### config.mk
export PLATFORM = sky130hd
export DESIGN_NAME = axis_tiny_upsizer_flat
export DESIGN_NICKNAME = d
export VERILOG_FILES = /design/src/rtl/axis_tiny_upsizer_if.sv /design/src/rtl/axis_tiny_upsizer.sv /design/src/flat_wrapper.sv
export SDC_FILE = /design/constraint.sdc
export NUM_CORES = 1
export LEC_CHECK = 0
export CORE_MARGIN = 8
export CORE_UTILIZATION = 45
export CTS_BUF_LIST = sky130_fd_sc_hd__clkbuf_2 sky130_fd_sc_hd__clkbuf_4 sky130_fd_sc_hd__clkbuf_8
export DETAILED_ROUTE_END_ITERATION = 8
export PLACE_DENSITY = 0.86
export SYNTH_ARGS = -nofsm -noshare
export SYNTH_HDL_FRONTEND = slang
export SYNTH_SLANG_ARGS = --single-unit
### constraint.sdc
create_clock -name aclk -period 1.9 [get_ports aclk]
set_clock_uncertainty 0.1 [all_clocks]
set_input_delay 0.38 -clock aclk [delete_from_list [all_inputs] [get_ports aclk]]
set_output_delay 0.38 -clock aclk [all_outputs]
set_load 0.05 [all_outputs]
### src/rtl/axis_tiny_upsizer_if.sv
// Signal bundle for axis_tiny_upsizer: the narrow input stream and the
// wide output stream. The slave modport is the upsizer itself; the master
// modport is its environment (upstream source plus downstream sink).
interface axis_tiny_upsizer_if #(
    parameter int BUS_WIDTH = 2,
    parameter int RATIO     = 2
);
    logic                           s_axis_tvalid;
    logic                           s_axis_tready;
    logic [BUS_WIDTH*8-1:0]         s_axis_tdata;
    logic                           s_axis_tlast;

    logic                           m_axis_tvalid;
    logic                           m_axis_tready;
    logic [BUS_WIDTH*RATIO*8-1:0]   m_axis_tdata;
    logic [BUS_WIDTH*RATIO-1:0]     m_axis_tkeep;
    logic                           m_axis_tlast;

    modport slave (
        input  s_axis_tvalid, s_axis_tdata, s_axis_tlast, m_axis_tready,
        output s_axis_tready, m_axis_tvalid, m_axis_tdata, m_axis_tkeep, m_axis_tlast
    );

    modport master (
        output s_axis_tvalid, s_axis_tdata, s_axis_tlast, m_axis_tready,
        input  s_axis_tready, m_axis_tvalid, m_axis_tdata, m_axis_tkeep, m_axis_tlast
    );
endinterface

### src/rtl/axis_tiny_upsizer.sv
// AXI-Stream width upsizer: packs RATIO narrow beats into one wide beat.
// The output register doubles as the accumulation buffer, so there is no
// extra storage; a word ending early on tlast leaves with partial tkeep.
module axis_tiny_upsizer #(
    parameter int BUS_WIDTH = 2,
    parameter int RATIO     = 2
) (
    input  logic               aclk,
    input  logic               arst,
    axis_tiny_upsizer_if.slave bus
);
    localparam int DW    = BUS_WIDTH * 8;
    localparam int OW    = DW * RATIO;
    localparam int KW    = BUS_WIDTH * RATIO;
    localparam int CNT_W = ($clog2(RATIO) > 1) ? $clog2(RATIO) : 1;

    logic [CNT_W-1:0] cnt;
    logic [OW-1:0]    data_q;
    logic [KW-1:0]    keep_q;
    logic             last_q;
    logic             valid_q;

    logic [OW-1:0]    data_nxt;
    logic [KW-1:0]    keep_nxt;
    logic             accept;
    logic             drain;
    logic             complete;

    // Input may be taken whenever the output register is empty or leaving now.
    assign bus.s_axis_tready = ~arst & (~valid_q | bus.m_axis_tready);
    assign accept            = bus.s_axis_tvalid & bus.s_axis_tready;
    assign drain             = valid_q & bus.m_axis_tready;
    assign complete          = (cnt == CNT_W'(RATIO - 1)) | bus.s_axis_tlast;

    assign bus.m_axis_tvalid = valid_q;
    assign bus.m_axis_tdata  = data_q;
    assign bus.m_axis_tkeep  = keep_q;
    assign bus.m_axis_tlast  = last_q;

    // Merge the incoming beat into lane cnt; a new word starts from a clean slate.
    always_comb begin
        data_nxt = (cnt == '0) ? '0 : data_q;
        keep_nxt = (cnt == '0) ? '0 : keep_q;
        for (int i = 0; i < RATIO; i++) begin
            if (cnt == CNT_W'(i)) begin
                data_nxt[i*DW +: DW]               = bus.s_axis_tdata;
                keep_nxt[i*BUS_WIDTH +: BUS_WIDTH] = '1;
            end
        end
    end

    // Lane counter and output register: accumulate, complete, drain.
    always_ff @(posedge aclk) begin
        if (arst) begin
            cnt     <= '0;
            data_q  <= '0;
            keep_q  <= '0;
            last_q  <= 1'b0;
            valid_q <= 1'b0;
        end else begin
            if (drain) begin
                valid_q <= 1'b0;
            end
            if (accept) begin
                data_q <= data_nxt;
                keep_q <= keep_nxt;
                if (complete) begin
                    valid_q <= 1'b1;
                    last_q  <= bus.s_axis_tlast;
                    cnt     <= '0;
                end else begin
                    cnt     <= cnt + CNT_W'(1);
                end
            end
        end
    end
endmodule

### src/flat_wrapper.sv
// flat-port wrapper written by rule: the top's interface ports become plain ports
module axis_tiny_upsizer_flat 
#(
    parameter int BUS_WIDTH = 2,
    parameter int RATIO     = 2
)
  (aclk, arst, bus_s_axis_tvalid, bus_s_axis_tdata, bus_s_axis_tlast, bus_m_axis_tready, bus_s_axis_tready, bus_m_axis_tvalid, bus_m_axis_tdata, bus_m_axis_tkeep, bus_m_axis_tlast);
  axis_tiny_upsizer_if #(.BUS_WIDTH(BUS_WIDTH), .RATIO(RATIO)) bus_i ();
  input  logic aclk;
  input  logic arst;
  input wire logic [$bits(bus_i.s_axis_tvalid)-1:0] bus_s_axis_tvalid;
  input wire logic [$bits(bus_i.s_axis_tdata)-1:0] bus_s_axis_tdata;
  input wire logic [$bits(bus_i.s_axis_tlast)-1:0] bus_s_axis_tlast;
  input wire logic [$bits(bus_i.m_axis_tready)-1:0] bus_m_axis_tready;
  output wire logic [$bits(bus_i.s_axis_tready)-1:0] bus_s_axis_tready;
  output wire logic [$bits(bus_i.m_axis_tvalid)-1:0] bus_m_axis_tvalid;
  output wire logic [$bits(bus_i.m_axis_tdata)-1:0] bus_m_axis_tdata;
  output wire logic [$bits(bus_i.m_axis_tkeep)-1:0] bus_m_axis_tkeep;
  output wire logic [$bits(bus_i.m_axis_tlast)-1:0] bus_m_axis_tlast;
  assign bus_i.s_axis_tvalid = bus_s_axis_tvalid;
  assign bus_i.s_axis_tdata = bus_s_axis_tdata;
  assign bus_i.s_axis_tlast = bus_s_axis_tlast;
  assign bus_i.m_axis_tready = bus_m_axis_tready;
  assign bus_s_axis_tready = bus_i.s_axis_tready;
  assign bus_m_axis_tvalid = bus_i.m_axis_tvalid;
  assign bus_m_axis_tdata = bus_i.m_axis_tdata;
  assign bus_m_axis_tkeep = bus_i.m_axis_tkeep;
  assign bus_m_axis_tlast = bus_i.m_axis_tlast;
  axis_tiny_upsizer #(.BUS_WIDTH(BUS_WIDTH), .RATIO(RATIO)) u_core (.aclk(aclk), .arst(arst), .bus(bus_i));
endmodule
==> results by group <==
Die
  – Num rows: 21
  – Core area: 3310 um^2
  – Chip width: 74.5 um
  – Ports: 60
  – Die area: 5540 um^2
  – Starting Density: 46.4%
  – Die height: 74.5 um

Cells and area
  – Area growth, synth to finish: 44.3%
  – # nets final: 263
  – Layout Cells excl Fill: 289
  – Layout cells sized above 1: 33.3%
  – Antenna Cells: 0
  – # fillers: 305

Status
  – Status: finished clean

Yosys
  – Register area share after synthesis: 49.5%
  – Library cells used by synthesis: 23
  – Post-Syn Nets: 195
  – Yosys warning count: 0
  – Mean Syn Cell Area: 8.84 um^2
  – Mapped cell area: 1540 um^2
  – Yosys reg bits: 38
  – Synth Instances: 174

Route
  – Mean number of vias per cell: 5.08
  – DR DRC count: 0
  – Initial DRT Pass Iterations: 4
  – DR WL/cell: 14.6 um
  – Antenna Nets Post-Route: 0
  – Via count: 1,468
  – First DRT Iteration DRCs: 109
  – Routed WL: 4230 um

STA
  – Final setup fails: 0
  – Final Max Tran Viols: 0
  – Final TNS setup: 0 ns
  – RSZ-0062 raised after global routing: no
  – Final period util: 94.1%
  – Worst Max-Slew Pin Slew: 0.259 ns
  – Slew HR: 82.7%
  – Minimum clock period: 1.79 ns
  – Fmax: 559 MHz
  – Setup WS post-layout: 0.112 ns
  – Final Hold Fails: 0

CTS
  – Inserted Clock Buffers: 5
  – CTS tree: yes
  – Max clock buf depth: 2
  – H-tree depth: 2
  – Clk pin slew, worst setup/hold paths: 0.11 ns
  – Clock sink count: 38
  – CTS root buffer: clkbuf_4
  – Clk Latency, worst-skew pair: 0.34 ns

Power
  – Leakage Power: 0.951 nW
  – Max VDD drop: 0.000347 V
  – PwrDens: 830 nW/um^2

Setup path
  – Startpoint types: primary input
  – Reg2reg start: u_core.bus.m_axis_tvalid
  – Max FO, Critical Path: 8
  – Crit path capture type: output port
  – Worst R2R Path Depth: 4
  – Arr. time, crit path: 1.31 ns
  – WP data required: 1.42 ns
  – RR Endpoint: u_core.bus.m_axis_tdata[6]
  – Setup CP Type: primary input to output port
  – R2r setup slk: 0.52 ns

Placed design
  – Final HPWL DP: 3330 um
  – Placement Setup Slack: -0.00860 ns
  – Placed cell count: 281
  – IO Port Bufs: 59
  – RD Place Congestion: 0.843

Worst hold path
  – WHS Endpoint: u_core.bus.m_axis_tkeep[0]
  – Hold depth: 2
  – Type of the tightest min-delay check: register to register
  – Hold Path Origin: u_core.bus.m_axis_tkeep[0]

Flow run
  – Max-Cap Viols: 0

Global routing
  – Antenna violations before repair: 0
  – GRT overflow: 0
  – Vias in the first global route: 1,515
  – Pin count of the biggest net entering global routing: 17
  – First-pass GRT wire length: 6950 um
  – All-Layer GR Usage: 16.2%
==> registers in the layout, indices dropped and copies added, names as in the netlist <==
signal and flops:
u_core.cnt 1, u_core.bus.m_axis_tkeep 3, u_core.bus.m_axis_tvalid 1, u_core.bus.m_axis_tdata 32
u_core.bus.m_axis_tlast 1
==> what timing repair did <==
action,CTS,global route
buffers inserted,0,0
resized for setup,0,1
hold buffers,0,0
setup endpoints to repair,0,1
==> routing by layer <==
| layer | wire (um) | part of all wire, % | GRT usage [%] |
|---|---|---|---|
| met4 | 55 | 1.3 | 6.52 |
| met2 | 2040 | 48 | 26.5 |
| met1 | 1760 | 42 | 17.9 |
| met3 | 377 | 8.9 | 7.14 |
| met5 | 0 | 0 | 0 |
==> cell usage after synthesis, drive strengths merged <==
cell,instances,area [um^2]
nor2,4,15.0
a21oi,21,109
dfxtp,38,761
buf,10,77.6
a32o,1,10.0
or4,1,7.51
inv,17,63.8
nand3,17,85.1
clkinv,1,3.75
clkbuf,7,27.5
nand2b,3,26.3
o211ai,16,120
or3,1,6.26
nor2b,2,12.5
o21ai,35,213
==> power breakdown <==
part / internal (mW) / switching (mW)
registers: 0.837 / 0.0234
clock network: 0.308 / 0.256
logic: 0.151 / 0.267
total: 1.30 / 0.546
==> cell families (layout without fill, tap and decap cells) <==
logic type	Yosys count	count (layout)	synth area share, %
buffers and inverters	35	104	11.2
AO/OA/AOI/OAI	73	73	29.4
AND/OR/NAND/NOR	28	28	9.93
flip-flops	38	38	49.5
==> worst max-delay path: stages <==
cell and delay, ns:
clkdlybuf4s50_1 0.46, nor2b_4 0.23, nor2_2 0.05, buf_4 0.19
==> stage by stage <==
step           hold WS (ns)  cell area, um^2  power [mW]  util [%]
6_report              0.383             2220        1.84      67.0
4_1_cts               0.382             2210        1.86      66.9
3_5_place_dp          0.365             2130        1.30      64.4
3_3_place_gp          0.360             2130        1.29      64.4
5_1_grt               0.400             2220        1.92      67.0
2_1_floorplan         0.342             1540        1.14         -
==> area by class of cell <==
class                           count  area [um^2]  share of cell area [%]
Timing Repair Buffer               78          636                    28.6
Tap cell                           46         57.6                    2.59
Sequential cell                    38          762                    34.3
Clock buffer                        7         52.6                    2.37
Inverter                           18         67.6                    3.04
Multi-Input combinational cell    101          614                    27.7
Clock inverter                      1         30.0                    1.35
==> worst max-delay path by stage <==
stage,cells after the start,start,endpoint
floorplan,4,u_core.bus.m_axis_tvalid,bus_s_axis_tready
global placement,6,bus_m_axis_tready,u_core.bus.m_axis_tdata[29]
detailed placement,6,bus_m_axis_tready,u_core.bus.m_axis_tdata[26]
CTS,4,bus_m_axis_tready,bus_s_axis_tready
global route,4,bus_m_axis_tready,bus_s_axis_tready
finish,4,bus_m_axis_tready,bus_s_axis_tready
==> placed cells by master, fill, tap and decap left out, drive strengths merged <==
cell | synthesis | routed
a21oi | 21 | 21
bufinv | 0 | 1
buf | 10 | 58
o211ai | 16 | 16
dfxtp | 38 | 38
clkinv | 1 | 1
nand2b | 3 | 3
inv | 17 | 17
nor2 | 4 | 4
nor2b | 2 | 2
clkdlybuf4s50 | 0 | 20
o21ai | 35 | 35
clkbuf | 7 | 7
nand3 | 17 | 17
a32o | 1 | 1
or4 | 1 | 1
or3 | 1 | 1
(Power assumes the default switching activity.)
==> RTL change 1 (same settings) <==
Reset style: asynchronous (`arst`), changed in one clocked block.
--- a/src/rtl/axis_tiny_upsizer.sv
+++ b/src/rtl/axis_tiny_upsizer.sv
@@ -51,5 +51,5 @@
 
     // Lane counter and output register: accumulate, complete, drain.
-    always_ff @(posedge aclk) begin
+    always_ff @(posedge aclk or posedge arst) begin
         if (arst) begin
             cnt     <= '0;
Formal check against the unedited RTL: differs if arst is asserted again (counterexample within 4 cycles, from zero or initial values and one cycle with arst high); with arst held inactive, the same outputs for 10 cycles.
==> RTL change 1 against the unedited design <==
Area after synthesis is 6.1% higher; final area is 4.1% higher; sequential cell count stayed put; setup slack worse by 0.046 ns; critical path depth is 1 higher; routed wire length is 1.9% lower.
Power is not compared: it rests on default switching activity, and its combinational part moved more than twofold at a synthesized area within 25%.
==> RTL change 1: results (changes against the unedited design) <==
| Metric | Value |
|---|---|
| Largest net degree at the start of global routing | 39 (+22) |
| Distinct cells, synth | 22 (-4.3%) |
| Reg2reg start | u_core.bus.m_axis_tvalid$_DFF_PP0_ |
| Most frequent cells after synthesis | dfrtp_1, o21ai_0, nand2_1, o31ai_1, mux2_2 |
| Nets | 217 (-17%) |
| Met2 wire length | 2219 um (+8.7%) |
| Met3 wire length | 310 um (-18%) |
| Critical path arrival | 1.35 ns (+0.04 ns) |
| Most used DFF post-synth | dfrtp_1 |
| Initial DRC Count | 75 (-31%) |
| FF-to-FF setup slack | 0.15 ns (-0.37 ns) |
| Min-Delay Endpoint | u_core.bus.m_axis_tkeep[3]$_DFFE_PP0P_ |
| First-pass GRT wire length | 6706 um (-3.5%) |
| Peak VDD IR | between 0.9 and 1 mV |
| Syn avg cell area | 12.27 um^2 (+39%) |
| M1 wire length | 1562 um (-11%) |
| Worst Hold Launch | u_core.bus.m_axis_tkeep[3]$_DFFE_PP0P_ |
| CTS clk-pin slew, worst paths | 0.10 ns |
| Tot GR Track Use | 0.1430 (-0.01900) |
| Placed Instances | 235 (-16%) |
| Vias per cell | 5.147 (+1.3%) |
| Slew headroom | 0.8245 (-0.002489) |
| Main area contributors after synthesis | dfrtp_1, o31ai_1, mux2_2, mux2_4, o21ai_0 |
| Worst-path fanout max | 17 (+9) |
| WL/cell | 16.94 um (+16%) |
| DPL Wire Length | 3088 um (-7.2%) |
| Wirelength, routed | 4150 um (-1.9%) |
| Ratio of cells with drive above 1 in the final layout | 0.3959 (+0.06261) |
| Mapped Nets | 154 (-21%) |
| Sequential share of the synthesized area | 0.5828 (+0.08811) |
| Final GP Congestion | 0.7367 (-13%) |
| R2r endpoint | u_core.bus.m_axis_tdata[8]$_DFFE_PP0P_ |
| Cell depth of the worst flop-to-flop path | 5 (+1) |
| Synth async-reset ratio | 1.000 (+1.000) |
| Status | finished clean |
RTL change 1: cell type report:
type | count | area (um^2)
Multi-Input combinational cell | 81 | 596.8
Fill cell | 288 | 1269
Clock buffer | 6 | 51.30
Sequential cell | 38 | 950.9
Timing Repair Buffer | 69 | 634.4
Tap cell | 48 | 60.06
Clock inverter | 2 | 12.51
Inverter | 1 | 3.754
RTL change 1: repair_timing:
action | CTS | global route
cloned | 1 | 0
pin swaps | 0 | 0
setup endpoints to repair | 1 | 1
setup buffers | 1 | 0
hold buffers | 0 | 0
gates resized for setup | 3 | 1
RTL change 1: worst max-delay path, stage by stage:
cell,delay [ns]
clkdlybuf4s50_1,0.53
nor2b_4,0.07
buf_12,0.15
nor2_4,0.07
buf_6,0.16
RTL change 1: kinds of logic (layout without fill, tap and decap cells):
logic type | count (synthesis) | after routing | share of synthesized area
and+or+nand+nor | 28 | 28 | 0.09050
DFF | 38 | 38 | 0.5828
muxes | 17 | 17 | 0.1334
AOI/OAI and AO/OA | 36 | 36 | 0.1373
buffers and inverters | 14 | 78 | 0.05598
RTL change 1: worst max path at each step:
stage | start | endpoint | slack [ns]
finish | bus_m_axis_tready | bus_s_axis_tready | 0.07
global route | bus_m_axis_tready | bus_s_axis_tready | 0.02
CTS | bus_m_axis_tready | bus_s_axis_tready | 0.05
detailed placement | bus_m_axis_tready | u_core.bus.m_axis_tdata[10]$_DFFE_PP0P_ | -0.13
global placement | bus_m_axis_tready | bus_s_axis_tready | -0.10
floorplan | u_core.bus.m_axis_tvalid$_DFF_PP0_ | u_core.bus.m_axis_tdata[0]$_DFFE_PP0P_ | 0.0005
RTL change 1: power groups by stage:
stage / Combinational (mW) / Sequential [mW] / Clock, mW
2_1_floorplan: 0.371 / 1.94 / 0
3_3_place_gp: 1.64 / 1.17 / 0
3_5_place_dp: 1.67 / 1.19 / 0
4_1_cts: 1.69 / 1.17 / 0.454
5_1_grt: 1.75 / 1.20 / 0.487
6_report: 1.67 / 1.17 / 0.439
RTL change 1: stage by stage:
| stage | setup WS (ns) | area, um^2 | hold WS (ns) |
|---|---|---|---|
| 2_1_floorplan | 0.0004906 | 1639 | 0.4197 |
| 3_3_place_gp | -0.1013 | 2190 | 0.3792 |
| 3_5_place_dp | -0.1271 | 2190 | 0.4010 |
| 4_1_cts | 0.04735 | 2306 | 0.4267 |
| 5_1_grt | 0.01757 | 2310 | 0.4434 |
| 6_report | 0.06620 | 2310 | 0.4190 |
RTL change 1: per-layer routing:
metal  track usage  up-vias
met1        0.1439      624
met4       0.04615        0
met3       0.06840        5
li1              -      594
met5             0        -
met2        0.2528       38
==> RTL change 2 (config.mk and constraints unchanged) <==
Without the edit above. `BUS_WIDTH` is set to 2 in 3 places; all go to 3.
--- a/src/rtl/axis_tiny_upsizer_if.sv
+++ b/src/rtl/axis_tiny_upsizer_if.sv
@@ -3,5 +3,5 @@
 // modport is its environment (upstream source plus downstream sink).
 interface axis_tiny_upsizer_if #(
-    parameter int BUS_WIDTH = 2,
+    parameter int BUS_WIDTH = 3,
     parameter int RATIO     = 2
 );
--- a/src/rtl/axis_tiny_upsizer.sv
+++ b/src/rtl/axis_tiny_upsizer.sv
@@ -3,5 +3,5 @@
 // extra storage; a word ending early on tlast leaves with partial tkeep.
 module axis_tiny_upsizer #(
-    parameter int BUS_WIDTH = 2,
+    parameter int BUS_WIDTH = 3,
     parameter int RATIO     = 2
 ) (
--- a/src/flat_wrapper.sv
+++ b/src/flat_wrapper.sv
@@ -2,5 +2,5 @@
 module axis_tiny_upsizer_flat 
 #(
-    parameter int BUS_WIDTH = 2,
+    parameter int BUS_WIDTH = 3,
     parameter int RATIO     = 2
 )
Interface: changed (resized bus_m_axis_tdata, bus_m_axis_tkeep and bus_s_axis_tdata); port bits go from 60 to 86. No check against the original RTL was run, so the function may have changed too.
==> RTL change 2 against the unedited design <==
Total power is 41% higher; area after synthesis is 45% higher; setup slack worse by 0.022 ns; synthesized cell count is 44% higher; final area is 42% higher; largest power group unchanged; via count is 43% higher; routed wire length is 54% higher; critical endpoint unchanged; sequential cell count is 17 higher; die area is 34% higher; core utilization is 0.54 points lower.
==> RTL change 2: results (changes against the unedited design) <==
| Metric | Value |
|---|---|
| DPL Wire Length | 4963 um (+49%) |
| GRT met2 Usage | 0.2995 (+0.03426) |
| Fmax | 552.5 MHz (-1.2%) |
| Main area contributors after synthesis | dfxtp_1, o211ai_1, o21ai_2, o21ai_0, a21oi_1 |
| Slowest CP cell | clkdlybuf4s50_1 |
| Initial antenna violation count | 0 (unchanged) |
| Clock root buffer | clkbuf_8 |
| R2r endpoint | u_core.bus.m_axis_tdata[21]$_SDFFE_PP0P_ |
| Worst-path fanout max | 7 (-1) |
| Critical path arrival | 1.33 ns (+0.02 ns) |
| First-pass GRT wire length | 10,650 um (+53%) |
| Tot GR Track Use | 0.1775 (+0.01551) |
| Worst Hold Launch | u_core.bus.m_axis_tkeep[4]$_SDFFE_PP0P_ |
| Sequential share of the synthesized area | 0.4949 (about the same) |
| Slew headroom | 0.8168 (-0.01020) |
| Hold Path Depth | 2 (unchanged) |
| Crit. End Element | primary output |
| Setup WS pre-CTS | -0.02568 ns (-0.01708 ns) |
| Wirelength, routed | 6508 um (+54%) |
| Max reg flops | 48 (+50%) |
| XOR/XNOR Fraction of Synth Area | 0 (unchanged) |
| Cell family with most CP delay | buffers and inverters |
| M3 GR Usage | 0.04442 (-0.02701) |
| Min-Delay Endpoint | u_core.bus.m_axis_tkeep[4]$_SDFFE_PP0P_ |
| Input/output buffers | 85 (+44%) |
| Postcts setup bufs | 0 (unchanged) |
| Leakage power | 1.345 nW (+41%) |
| Switching power | 0.7831 mW (+44%) |
| Initial DRC Count | 127 (+17%) |
| Largest net degree at the start of global routing | 28 (+11) |
| Mapped Nets | 280 (+44%) |
| Largest stage delay, worst path | 0.46 ns (about the same) |
| Synth async-reset ratio | 0 (unchanged) |
| CTS clk-pin slew, worst paths | 0.09 ns (-0.02 ns) |
| Combinational cell fraction of total power | 0.232 (+0.005) |
| Distinct cells, synth | 22 (-4.3%) |
| Compound-Gate Fraction of Synth Area | 0.3031 (+0.009415) |
| Vias in the first global route | 2,069 (+37%) |
| Status | finished clean |
| Flop pwr share | 0.477 (+0.010) |
| Dpl cell area | 3055 um^2 (+43%) |
| Hold Vio Cnt, Final | 0 (unchanged) |
| Fraction of power spent switching nets | 0.3005 (+0.004207) |
| Clk Latency, worst-skew pair | 0.30 ns (-0.04 ns) |
| Met1 Track Usage GR | 0.2114 (+0.03270) |
| Nets | 364 (+38%) |
| FF-to-FF setup slack | 0.49 ns (-0.03 ns) |
| Final GP Congestion | 0.8461 (+0.39%) |
| Peak VDD IR | 0.5189 mV (+50%) |
| Post-CTS Hold Buffers | 0 (unchanged) |
| Vias per cell | 5.209 (+2.5%) |
| Most frequent cells after synthesis | dfxtp_1, o21ai_0, a21oi_1, inv_1, nand3_1 |
| Ratio of cells with drive above 1 in the final layout | 0.3254 (-0.007960) |
RTL change 2: cell count changes in the layout (fill, tap and decap cells not counted), sizes merged, moves of 9 or more:
cell / unedited run / this run
a21oi: 21 / 30
buf: 58 / 76
dfxtp: 38 / 55
o21ai: 35 / 51
RTL change 2: metrics by stage:
step	cells	setup TNS, ns	hold slack [ns]
CTS	402	0	0.3831
global route	402	0	0.4019
finish	402	0	0.3767
detailed placement	395	-0.07845	0.3640
global placement	395	0	0.3601
floorplan	251	0	0.3847
RTL change 2: cell type report:
cell class                      instances  area [um^2]
Inverter                               26        97.59
Timing Repair Buffer                  104        888.4
Fill cell                             411         1593
Multi-Input combinational cell        143        883.3
Sequential cell                        55         1102
Clock buffer                            6        76.32
Clock inverter                          1        30.03
Tap cell                               67        83.83
RTL change 2: per-layer routing:
layer	part of all wire	wire, um
met2	0.52	3393
met5	0	0
met4	0.016	102
met3	0.060	391
met1	0.40	2621
